--- src/rtl/dram_arbiter.sv ---
// rtl/dram_arbiter.sv - round-robin arbiter sharing one synchronous DRAM between NUM_CORES cores
//
// Purpose: grants one requesting core at a time (round-robin, last-served core
// lowest priority), drives the DRAM address/write port for that core, captures
// read data after MEM_LAT cycles and pulses a one-hot acknowledge.
// Ports:
//   clk, rst_n              clock, asynchronous active-low reset
//   core_req/core_we        per-core request level and write flag
//   core_addr/core_wdata    packed per-core address and write data
//   core_ack                one-hot single-cycle completion pulse
//   core_rdata              read data, valid while core_ack is high
//   grant_id, busy          served core index, transaction in progress
//   mem_addr/mem_we/mem_wdata/mem_rdata   DRAM interface
module dram_arbiter #(
    parameter int NUM_CORES = 4,
    parameter int ADDR_W    = 12,
    parameter int DATA_W    = 16,
    parameter int MEM_LAT   = 1
) (
    input  logic                        clk,
    input  logic                        rst_n,
    input  logic [NUM_CORES-1:0]        core_req,
    input  logic [NUM_CORES-1:0]        core_we,
    input  logic [NUM_CORES*ADDR_W-1:0] core_addr,
    input  logic [NUM_CORES*DATA_W-1:0] core_wdata,
    output logic [NUM_CORES-1:0]        core_ack,
    output logic [DATA_W-1:0]           core_rdata,
    output logic [2:0]                  grant_id,
    output logic                        busy,
    output logic [ADDR_W-1:0]           mem_addr,
    output logic                        mem_we,
    output logic [DATA_W-1:0]           mem_wdata,
    input  logic [DATA_W-1:0]           mem_rdata
);

    typedef enum logic [1:0] {
        S_IDLE,
        S_ISSUE,
        S_WAIT,
        S_ACK
    } state_t;

    state_t                 state_q;
    logic [2:0]             last_q;
    logic [2:0]             grant_q;
    logic [7:0]             cnt_q;
    logic                   we_q;
    logic [NUM_CORES-1:0]   ack_q;
    logic [DATA_W-1:0]      rdata_q;
    logic [ADDR_W-1:0]      addr_q;
    logic [DATA_W-1:0]      wdata_q;
    logic                   mem_we_q;
    logic                   busy_q;

    // Round-robin pick: the lowest requester above last_q wins; if none, the
    // lowest requester at or below last_q (wraparound, last_q itself last).
    logic [2:0]             sel_d;
    logic                   hi_found;
    logic [2:0]             hi_idx;
    logic [2:0]             lo_idx;

    always_comb begin
        hi_found = 1'b0;
        hi_idx   = 3'd0;
        lo_idx   = 3'd0;
        for (int i = NUM_CORES - 1; i >= 0; i--) begin
            if (core_req[i]) begin
                if (3'(i) > last_q) begin
                    hi_found = 1'b1;
                    hi_idx   = 3'(i);
                end else begin
                    lo_idx   = 3'(i);
                end
            end
        end
        sel_d = hi_found ? hi_idx : lo_idx;
    end

    logic [ADDR_W-1:0]      addr_d;
    logic [DATA_W-1:0]      wdata_d;
    logic                   we_d;
    logic [NUM_CORES-1:0]   ack_onehot;

    always_comb begin
        addr_d     = '0;
        wdata_d    = '0;
        we_d       = 1'b0;
        ack_onehot = '0;
        for (int i = 0; i < NUM_CORES; i++) begin
            if (sel_d == 3'(i)) begin
                addr_d  = core_addr[i*ADDR_W +: ADDR_W];
                wdata_d = core_wdata[i*DATA_W +: DATA_W];
                we_d    = core_we[i];
            end
            ack_onehot[i] = (grant_q == 3'(i));
        end
    end

    always_ff @(posedge clk or negedge rst_n) begin
        if (!rst_n) begin
            state_q  <= S_IDLE;
            last_q   <= 3'(NUM_CORES - 1);
            grant_q  <= 3'd0;
            cnt_q    <= 8'd0;
            we_q     <= 1'b0;
            ack_q    <= '0;
            rdata_q  <= '0;
            addr_q   <= '0;
            wdata_q  <= '0;
            mem_we_q <= 1'b0;
            busy_q   <= 1'b0;
        end else begin
            case (state_q)
                S_IDLE: begin
                    if (|core_req) begin
                        grant_q  <= sel_d;
                        addr_q   <= addr_d;
                        wdata_q  <= wdata_d;
                        we_q     <= we_d;
                        mem_we_q <= we_d;
                        busy_q   <= 1'b1;
                        state_q  <= S_ISSUE;
                    end
                end
                S_ISSUE: begin
                    // DRAM samples address/data/we on this edge.
                    mem_we_q <= 1'b0;
                    if (we_q) begin
                        ack_q   <= ack_onehot;
                        state_q <= S_ACK;
                    end else begin
                        cnt_q   <= 8'(MEM_LAT - 1);
                        state_q <= S_WAIT;
                    end
                end
                S_WAIT: begin
                    if (cnt_q != 8'd0) begin
                        cnt_q <= cnt_q - 8'd1;
                    end else begin
                        rdata_q <= mem_rdata;
                        ack_q   <= ack_onehot;
                        state_q <= S_ACK;
                    end
                end
                S_ACK: begin
                    ack_q   <= '0;
                    last_q  <= grant_q;
                    busy_q  <= 1'b0;
                    addr_q  <= '0;
                    wdata_q <= '0;
                    we_q    <= 1'b0;
                    state_q <= S_IDLE;
                end
                default: state_q <= S_IDLE;
            endcase
        end
    end

    assign core_ack   = ack_q;
    assign core_rdata = rdata_q;
    assign grant_id   = grant_q;
    assign busy       = busy_q;
    assign mem_addr   = addr_q;
    assign mem_we     = mem_we_q;
    assign mem_wdata  = wdata_q;

endmodule

--- config.mk ---
export PLATFORM = sky130hd
export DESIGN_NAME = dram_arbiter
export DESIGN_NICKNAME = d
export VERILOG_FILES = /design/src/rtl/dram_arbiter.sv
export SDC_FILE = /design/constraint.sdc
export NUM_CORES = 1
export LEC_CHECK = 0
export ABC_AREA = 1
export CAP_MARGIN = 20
export CORE_ASPECT_RATIO = 1.1
export CORE_MARGIN = 1
export CORE_UTILIZATION = 34
export DETAILED_ROUTE_END_ITERATION = 8
export PLACE_DENSITY = 0.73
export SYNTH_ARGS = -nofsm -noshare
export SYNTH_HDL_FRONTEND = slang
export SYNTH_SLANG_ARGS = --single-unit
--- constraint.sdc ---
create_clock -name clk -period 1.7 [get_ports clk]
set_clock_uncertainty 0.15 [all_clocks]
set_input_delay 0.17 -clock clk [delete_from_list [all_inputs] [get_ports clk]]
set_output_delay 0.17 -clock clk [all_outputs]
set_load 0.05 [all_outputs]
==> out/summary.txt <==
n_diodes: 0
Synth cell types: 37
Seq/Total Area, Yosys: 0.379
largest cells by area after synthesis: dfrtp_1 (37%), nand2_1 (23%), inv_1 (7.7%)
Pre-Repair DR Iteration Count: 5
Final Setup Violations: 50
post-synthesis register bit count: 65
via/cell ratio: 4.75
post-synth top area share: 0.367
Die X: 109 um
top_reg_cell synth: dfrtp_1
CTS buffer count: 9
Longest Clk Path Bufs: 2
Remaining Overflow, GRT: 0
share of layout cells above drive strength 1: 0.336
Ports: 191
area of the die: 13100 sq um
status: finished, violations left
H-tree levels: 3
FILL cells: 1024
initial antenna violation count: 0
DR DRC count: 0
FF+latch area: 1630 sq um
CTS tree: done
Overall Power: 15.9 mW
routability cong.: 0.878
Util after Layout: 0.652
vias: 4937
unrepaired setup endpoints after global routing: true
Yosys Warn Count: 0
Iteration-0 DRC Markers: 258
max_cap viols: 0
most common cell in the netlist: nand2_1
Cell Area, Synth: 4300 sq um
EDFF count, synth: 0
Area growth syn-to-layout: 85.1%
syn_nets: 766
number of global-route vias before repair: 4577
worst hold path class: primary input to asynchronous set/reset pin
worst-path fanout max: 6
Max Fclk: 493 MHz
leakage: 4.21 nW
GRT Resource Usage Total: 0.218
fin crit share: 1.19
crit path kind: register to register
top post-synthesis cells by count: nand2_1 (264), inv_1 (88), dfrtp_1 (63)
first-pass GRT wire length: 21900 um
DRT Wirelength: 15000 um
Pwr Density: 2000 nW/um^2
clk_lat worst skew: 0.33 ns
# rows: 42
slack of the worst reg-to-reg path: -0.33 ns
min Tclk post-route: 2.03 ns
Critical Path Source Type: register
Worst EP required: 1.82 ns
pin count of the biggest net entering global routing: 35
Port Buffers: 189
area occupied by multi-input gates: 2670 sq um
Layout Nets: 1026
Detail Route Antenna Nets: 0
count of final max-slew check failures: 0
clock root buffer: clkbuf_16
Setup crit end kind: register
largest area contributor in the netlist: dfrtp_1
Initial Utilization: 0.352
Cells after Synth: 621
Async SR Flop Fraction: 1.00
Post-Place Cells: 997
failing checks: setup timing
Max IR drop VDD: 0.00131 V
Syn Area/Cell: 6.92 sq um
core outline area: 12200 sq um
routed len/inst: 14.4 um
Hold Fails Final Rpt: 0
DP HPWL: 10200 um
Final Non-Filler Cells: 1040
clk sink count: 65
Clk pin slew, worst setup/hold paths: 0.06 ns
setup ws final: -0.327 ns
Die Span Y: 120 um
Critical Path AT: 2.14 ns
-- timing repair --
action | 4_1_cts | 5_1_grt
setup buffers | 6 | 11
gates resized for setup | 47 | 120
hold buffers | 1 | 0
endpoints found under the setup margin | 38 | 61
pin swaps | 9 | 34
gates cloned | 7 | 3
endpoints found under the hold margin | 65 | 0
-- power breakdown --
part           switching (mW)  leakage (nW)  internal (mW)
combinational            6.47          3.21           4.52
sequential              0.478         0.824           2.25
clock                   0.664         0.175           1.55
total                    7.61          4.21           8.32
-- kinds of logic (layout without fill, tap and decap cells) --
kind of cell / Yosys count / in the layout / synth area share
other cells: 1 / 1 / 0.000873
compound gates: 66 / 66 / 0.105
fa+ha+maj: 7 / 7 / 0.0204
simple gates: 358 / 361 / 0.361
xor+xnor: 4 / 4 / 0.00815
flops: 65 / 65 / 0.379
buf+inv: 120 / 382 / 0.126
-- metal layers --
metal	up-vias	track usage	share of wire
met5	-	0	0
met4	0	0.108	0.037
met3	42	0.0375	0.057
met2	200	0.379	0.51
met1	2258	0.254	0.39
li1	2437	-	-
-- stage by stage --
stage	setup TNS (ns)	hold slack, ns	worst slack, ns	cell area [sq um]
floorplan	-3.15	-0.276	-0.114	4320
global placement	-11.68	-0.0931	-0.408	6660
detailed placement	-12.98	-0.0982	-0.433	6660
CTS	-6.79	0.110	-0.265	7370
global route	-13.31	0.127	-0.416	7950
finish	-8.57	0.109	-0.327	7950
-- cells in the final DEF, fill, tap and decap left out, types with 4 or more instances in the layout --
cell             instances
buf_4                   98
o21ai_2                 30
nand2_4                 21
a21oi_2                  4
nor2_2                   5
xor2_1                   4
nor2_1                   7
nand2_2                 30
buf_6                   14
nand4_1                  5
o21ai_1                 12
nand3_1                 40
nor2_4                   6
clkdlybuf4s50_1        135
nand2_1                220
buf_12                  15
nand2_8                  4
nand3_2                 16
inv_2                    8
clkbuf_16               12
dfrtp_1                 63
o21ai_0                  7
inv_1                   83
o31ai_2                  4
-- state kept, by name, summed over array words and instances, names as in the netlist --
| register | cells |
|---|---|
| core_rdata | 16 |
| mem_wdata | 16 |
| mem_addr | 12 |
| cnt_q | 8 |
| core_ack | 4 |
| grant_id | 2 |
| last_q | 2 |
| state_q | 2 |
| busy | 1 |
| mem_we | 1 |
| we_q | 1 |
-- critical path: stages (launching register included) --
cell and delay (ns):
dfstp_2 0.55, buf_4 0.12, nand4_1 0.13, nand2_2 0.16, nand2_4 0.10, nand2_8 0.16, nand2_8 0.11, bufbuf_16 0.28
nand2_1 0.07, nand2_1 0.07, nand2_1 0.07
-- cell type report --
type / instances / area share
timing repair buffer: 269 / 0.340
sequential: 65 / 0.205
clock inverter: 4 / 0.0123
multi-input combinational: 439 / 0.336
clock buffer: 12 / 0.0335
tap: 154 / 0.0242
inverter: 97 / 0.0489
-- worst paths after layout --
| path | to | startpoint | cells after the start |
|---|---|---|---|
| min in group clk | core_rdata[12] | mem_rdata[12] | 3 |
| hold / removal | mem_addr[3] | rst_n | 2 |
| setup reg to reg | mem_addr[1] | last_q[0] | 10 |
| max in group asynchronous | mem_addr[4] | rst_n | 3 |
| hold reg to reg | mem_wdata[4] | mem_wdata[4] | 2 |
| setup / recovery | mem_addr[1] | last_q[0] | 10 |
Note: power is estimated with default switching activity, not from simulation.
